### src/rtl/mbe_final_adder.sv
`default_nettype none
// ============================================================================
// Module   : mbe_final_adder
// Brief    : Multi-cycle segmented carry-propagate adder that resolves the
//            Dadda tree {sum, carry} pair into the final product, SEG bits
//            per clock, behind valid/ready handshakes.
// Revision : 1.0 - initial release
// ============================================================================
module mbe_final_adder #(
   parameter int WIDTH = 22,
   parameter int SEG   = 6
) (
   input  logic             clk,
   input  logic             rst,
   input  logic             in_valid,
   output logic             in_ready,
   input  logic [WIDTH-1:0] sum_in,
   input  logic [WIDTH-1:0] carry_in,
   output logic             out_valid,
   input  logic             out_ready,
   output logic [WIDTH-1:0] product,
   output logic             cout
);

   localparam int NSEG = (WIDTH + SEG - 1) / SEG;
   localparam int LAST = WIDTH - (NSEG - 1) * SEG;
   localparam int IDXW = (NSEG > 1) ? $clog2(NSEG) : 1;

   typedef enum logic [1:0] {
      IDLE = 2'd0,
      ADD  = 2'd1,
      DONE = 2'd2
   } state_t;

   state_t            state_q,   state_d;
   logic [IDXW-1:0]   idx_q,     idx_d;
   logic              cy_q,      cy_d;
   logic [WIDTH-1:0]  opa_q,     opa_d;
   logic [WIDTH-1:0]  opb_q,     opb_d;
   logic [WIDTH-1:0]  product_q, product_d;
   logic              cout_q,    cout_d;

   logic [SEG-1:0]    s_slice;
   logic [SEG-1:0]    c_slice;
   logic [SEG:0]      seg_sum;
   logic              seg_last;
   logic              seg_carry;

   // Operand slice selection uses only constant bit indices; the final
   // slice's unused high bits stay zero, so its carry lands at bit LAST.
   always_comb begin
      s_slice = '0;
      c_slice = '0;
      for (int b = 0; b < WIDTH; b++) begin
         if (idx_q == IDXW'(b / SEG)) begin
            s_slice[b % SEG] = opa_q[b];
            c_slice[b % SEG] = opb_q[b];
         end
      end
      seg_sum   = {1'b0, s_slice} + {1'b0, c_slice} + {{SEG{1'b0}}, cy_q};
      seg_last  = (idx_q == IDXW'(NSEG - 1));
      seg_carry = seg_last ? seg_sum[LAST] : seg_sum[SEG];
   end

   always_comb begin
      state_d   = state_q;
      idx_d     = idx_q;
      cy_d      = cy_q;
      opa_d     = opa_q;
      opb_d     = opb_q;
      product_d = product_q;
      cout_d    = cout_q;
      case (state_q)
         IDLE: begin
            if (in_valid) begin
               opa_d   = sum_in;
               opb_d   = carry_in;
               idx_d   = '0;
               cy_d    = 1'b0;
               state_d = ADD;
            end
         end
         ADD: begin
            for (int b = 0; b < WIDTH; b++) begin
               if (idx_q == IDXW'(b / SEG)) begin
                  product_d[b] = seg_sum[b % SEG];
               end
            end
            cy_d = seg_carry;
            if (seg_last) begin
               cout_d  = seg_carry;
               state_d = DONE;
            end else begin
               idx_d = idx_q + IDXW'(1);
            end
         end
         DONE: begin
            if (out_ready) begin
               state_d = IDLE;
            end
         end
         default: state_d = IDLE;
      endcase
   end

   always_ff @(posedge clk or posedge rst) begin
      if (rst) begin
         state_q   <= IDLE;
         idx_q     <= '0;
         cy_q      <= 1'b0;
         opa_q     <= '0;
         opb_q     <= '0;
         product_q <= '0;
         cout_q    <= 1'b0;
      end else begin
         state_q   <= state_d;
         idx_q     <= idx_d;
         cy_q      <= cy_d;
         opa_q     <= opa_d;
         opb_q     <= opb_d;
         product_q <= product_d;
         cout_q    <= cout_d;
      end
   end

   assign in_ready  = (state_q == IDLE);
   assign out_valid = (state_q == DONE);
   assign product   = product_q;
   assign cout      = cout_q;

endmodule
`default_nettype wire
### config.mk
export PLATFORM = sky130hd
export DESIGN_NAME = mbe_final_adder
export DESIGN_NICKNAME = d
export VERILOG_FILES = /design/src/rtl/mbe_final_adder.sv
export SDC_FILE = /design/constraint.sdc
export NUM_CORES = 1
export LEC_CHECK = 0
export CAP_MARGIN = 15
export CORE_ASPECT_RATIO = 0.9
export CORE_MARGIN = 2
export CORE_UTILIZATION = 51
export CTS_CLUSTER_SIZE = 25
export DETAILED_ROUTE_END_ITERATION = 12
export GPL_TIMING_DRIVEN = 0
export PLACE_DENSITY_LB_ADDON = 0.08
export REMOVE_ABC_BUFFERS = 1
export SLEW_MARGIN = 10
export SYNTH_ARGS = -nofsm -noshare
export SYNTH_HDL_FRONTEND = slang
export SYNTH_SLANG_ARGS = --single-unit
### constraint.sdc
create_clock -name clk -period 3.7 [get_ports clk]
set_input_delay 0.555 -clock clk [delete_from_list [all_inputs] [get_ports clk]]
set_output_delay 0.555 -clock clk [all_outputs]
set_load 0.02 [all_outputs]
After elaboration in Yosys (flattened, before gate mapping)
Index checks and enable logic that the tools add are counted.

operators by class
  equality and inequality tests = 9
  add/subtract/negate cells = 3
  reductions and logical operators = 11
  mux-type cells = 54

operators by type and width
  kind                   count
  $mux W1                46
  $reduce_and A2 Y1      6
  $mux W2                5
  $add A6 B6 Y7          1
  $add A7 B1 Y7          1
  $eq A2 B2 Y1 const B   3
  $ne A2 B2 Y1 const B   3
  $pmux W2 S3            1
  $reduce_and A3 Y1      2
  $eq A2 B1 Y1 const B   2
  $logic_not A2 Y1       2
  $pmux W2 S2            1
  $add A2 B1 Y2 const B  1
  $ne A2 B1 Y1 const B   1
  $pmux W1 S2            1
  $reduce_bool A2 Y1     1

storage, ports and cells
  register bits = 72
  output and inout bits = 25
  logic and storage cells = 87
  input port bits = 48

Logic depth before layout (Yosys ltp)
  depth after elaboration = 9
  mapped depth = 13
  mapped depth without buffers = 13

Worst setup path before layout
No wires, ideal clock.

  path kind = register to register
  start = register idx_q[0]
  end = register product_q[11] (netlist: product[11])
  required time = 3.631 ns
  path buffers = 2
  clock period less this slack = 2.955 ns
  slack = 0.745 ns
  library setup time = 0.069 ns
  cell stages (with the launch flop) = 14
  data arrival time = 2.886 ns
  path through = dfrtp_1 -> inv_1 -> ha_1 -> buf_1 -> nand3b_1 -> a21oi_1 -> a21oi_1 -> o21ai_0 -> ha_1 -> nor2b_1 -> o31a_1 -> buf_6 -> or4_1 -> nand3_1

on the way
  longest elaborated chain between the ends = 7
  elaborated cells between the ends (all ways) = 51
  those cells by class = add/sub: 2; eq/ne: 3; mux: 44; reduce/logical: 2

RTL lines
  element                 RTL line  source
  start, declared         36        logic [IDXW-1:0] idx_q, idx_d;
  start signal, assigned  117       idx_q <= idx_d;
  $logic_not A2 Y1        55        if (idx_q == IDXW'(b / SEG)) begin
  $mux W1 (4 in a row)    55
  $add A6 B6 Y7           60        seg_sum = {1'b0, s_slice} + {1'b0, c_slice} + {{SEG{1'b0}}, cy_q};
  $add A7 B1 Y7           60
  end signal, assigned    121       product_q <= product_d;
  end, declared           40        logic [WIDTH-1:0] product_q, product_d;

Parallel ways exist; a longest one is shown, timed or not.
A chain may end at the register's enable or synchronous reset.

Worst setup path after layout
  start = register idx_q[1]
  end = register product_q[11] (netlist: product[11])

Same word-level chain as after synthesis.

==> results.yml <==
outcome:
  status: "finished clean"
synth:
  synthMuxAreaShare_pct: 16.1
  synth.avg_cell_area_um2: 11.1
  yosys.area.top_type: "dfrtp_1"
  ys_seq_area_share_pct: 51.8
  synth-edff-count: 0
  synthesis.area_um2: 3480
  synthSimpleGateAreaFrac_pct: 12.1
  yosysWarnings: 0
  synth_cell_types: 36
  synth_top_area_share_pct: 51.8
  synthCells: 314
  synth_compound_area_share_pct: 11.2
  synth_xor_xnor_area_share_pct: 0.503
  synth_area_leaders: "dfrtp_1, mux2_2, nand2_1"
  ys_ff_latch: 72
  synthAdderAreaFrac_pct: 4.39
  synth_flop_cell: "dfrtp_1"
  async_reset_ff_share_pct: 100
  synth_top_family_by_area: "multiplexers"
power_and_ir_drop:
  powerDensity_nw_per_um2: 1000
  pwr-share-seq_pct: 31.3
  clockPowerShare_pct: 16.9
  combinationalPowerShare_pct: 51.8
  p_int_w: 0.00276
  cellLeakagePower_nw: 1.90
  swShare_pct: 39.1
  finalPower_w: 0.00453
  p_switching_w: 0.00177
  peakVddDrop_mv: 0.493
clock_tree:
  root_buffer: "clkbuf_8"
  cts.path.max_buffers: 2
  clk_latency_ps: 340
  cts_tree: "built"
  clk_pin_slew_ps: 70
  numClockSinks: 72
  postCtsSetupBuffers: 0
  ctsHtreeMaxLevel: 3
  cts_buffers: 9
timing:
  period_share_pct: 90.9
  rsz0062_at_grt: "false"
  hold_viol: 0
  fmax_ghz: 0.297
  worst_hold_slack_ps: 482
  relSlewSlack_pct: 57.3
  setup_violations: 0
  slew_violations: 0
  worstMarginPinSlew_ps: 641
  fin_crit_ps: 3360
  fin_skew_ps: 6.83
setup_path:
  required_ps: 3980
  crit_end: "product[11]"
  r2r_cells: 11
  crit_chain: "inv_1 -> ha_1 -> nand3b_1 -> a21oi_1 -> a21oi_1 -> o21ai_0 -> ha_1 -> nor2b_1 -> o31a_1 -> or4_1 -> nand3_1"
  max_stage_delay_ps: 570
  path_max_fanout: 13
  cp-end-kind: "flop"
  r2r_slack_ps: 340
  regToRegStartpoint: "idx_q[1]"
  cp-start-kind: "flop"
  cp.arrival_ps: 3640
  cpMaxStageDelayCell: "ha_1"
  reg2reg_to: "product[11]"
  crit_start: "idx_q[1]"
  critPathKind: "reg -> reg"
global_route:
  antenna_found_initial: 0
  grt_usage_pct: 20.7
  grt_max_degree: 45
  overflow: 0
  first_global_vias: 2487
  grt_pass1_wl_um: 12000
floorplan:
  io_pins: 73
  die_w_um: 91.1
  die_h_um: 82.4
  die-area_um2: 7500
  rows: 28
  core-area_um2: 6590
  start_util_pct: 52.8
placement:
  port-buffer-count: 72
  gp_congestion: 0.790
  detailed_place_hpwl_um: 5000
run:
  cap_viol_max_count: 0
drt:
  wl_per_cell_um: 15.2
  drc_errors: 0
  drt_iter0_drc: 85
  vias_per_cell: 5.33
  drtAntennaViolNets: 0
  drtPass1Iterations: 5
  vias: 2521
  wl_um: 7190
cells_and_area:
  area_delta_synth_final_pct: 30.0
  antenna-diode-count: 0
  final_cell_mix: "dfrtp_1, clkdlybuf4s50_1, mux2_2"
  drive_gt1_share_pct: 18.5
  fin_nets: 437
hold_path:
  hold_path_class: "reg -> reg"
## what timing repair did
action                                  in CTS  in global routing
endpoints found under the setup margin       4                  4
gates resized for setup                      1                  2
hold buffers                                 0                  0
## state kept, by name, indices dropped and copies added, names as in the netlist
| name | cells |
|---|---|
| opb_q | 22 |
| opa_q | 22 |
| cy_q | 1 |
| state_q | 2 |
| idx_q | 2 |
| product | 22 |
| cout | 1 |
## worst min-delay path by stage
stage	to	cells after the start	startpoint
4_1_cts	product[21]	2	product[21]
3_3_place_gp	cout	2	cout
5_1_grt	product[9]	2	product[9]
2_1_floorplan	opa_q[0]	1	opa_q[0]
3_5_place_dp	product[2]	2	product[2]
6_report	product[2]	2	product[2]
## logic make-up (layout without fill, tap and decap cells)
logic type	Yosys count	in the layout
compound gates	66	66
xor+xnor	2	2
fa+ha+maj	11	11
buf+inv	28	97
flops	72	72
mux	50	50
simple gates	85	85
## area by class of cell
cell class,count,area [um2]
fillers,545,2060
flip-flops and latches,72,1800
multi-input cells,214,1560
repair buffers,74,768
clock buffers,11,151
well taps,90,113
clock inverters,5,103
inverters,7,28.8
## worst max-delay path: cells and delay by family (launching register included)
kind	cells	cell delay, ps
and+or+nand+nor	4	920
AOI/OAI and AO/OA	4	930
DFF	1	430
buffers and inverters	1	150
adders and majority gates	2	870
## routing by layer
| metal | track usage [%] | wire (um) | up-vias |
|---|---|---|---|
| li1 | - | - | 1233 |
| met1 | 26.4 | 3250 | 1230 |
| met2 | 35.2 | 3630 | 53 |
| met3 | 5.72 | 257 | 5 |
| met4 | 6.36 | 53 | 0 |
| met5 | 0 | 0 | - |
## cells in the mapped netlist, types with 2 or more instances
master    count
dfrtp_1      72
mux2_2       49
nand2_1      38
o21ai_0      27
a21oi_1      19
clkbuf_1     11
nor2_1       11
nand3b_1     10
ha_1          9
inv_1         7
nor2b_1       6
nor3_1        6
buf_4         5
o31ai_1       4
a211oi_1      3
buf_2         3
nand2b_1      3
nand3_1       3
nor3b_1       3
or4_1         3
a21o_1        2
a221oi_1      2
a22o_1        2
fa_1          2
o21a_1        2
o21bai_1      2
## metrics by stage
step | util, % | TNS [ps] | setup slack, ps | cell area (um2) | instances
after global placement | 63.8 | 0 | 56.5 | 4200 | 455
after CTS | 68.5 | 0 | 161 | 4510 | 473
final | 68.7 | 0 | 336 | 4520 | 473
after floorplan | - | 0 | 657 | 3370 | 293
after global routing | 68.7 | 0 | 47.0 | 4520 | 473
after detailed placement | 64.6 | -34.5 | -16.5 | 4260 | 457
## power by group through the flow
stage | clock network (W) | logic (W) | registers, W
CTS | 0.000785 | 0.00236 | 0.00141
global route | 0.000820 | 0.00262 | 0.00147
finish | 0.000767 | 0.00235 | 0.00142
detailed placement | 0 | 0.00234 | 0.00143
global placement | 0 | 0.00228 | 0.00141
floorplan | 0 | 0.00150 | 0.00151
Power figures use the tool's default switching activity.
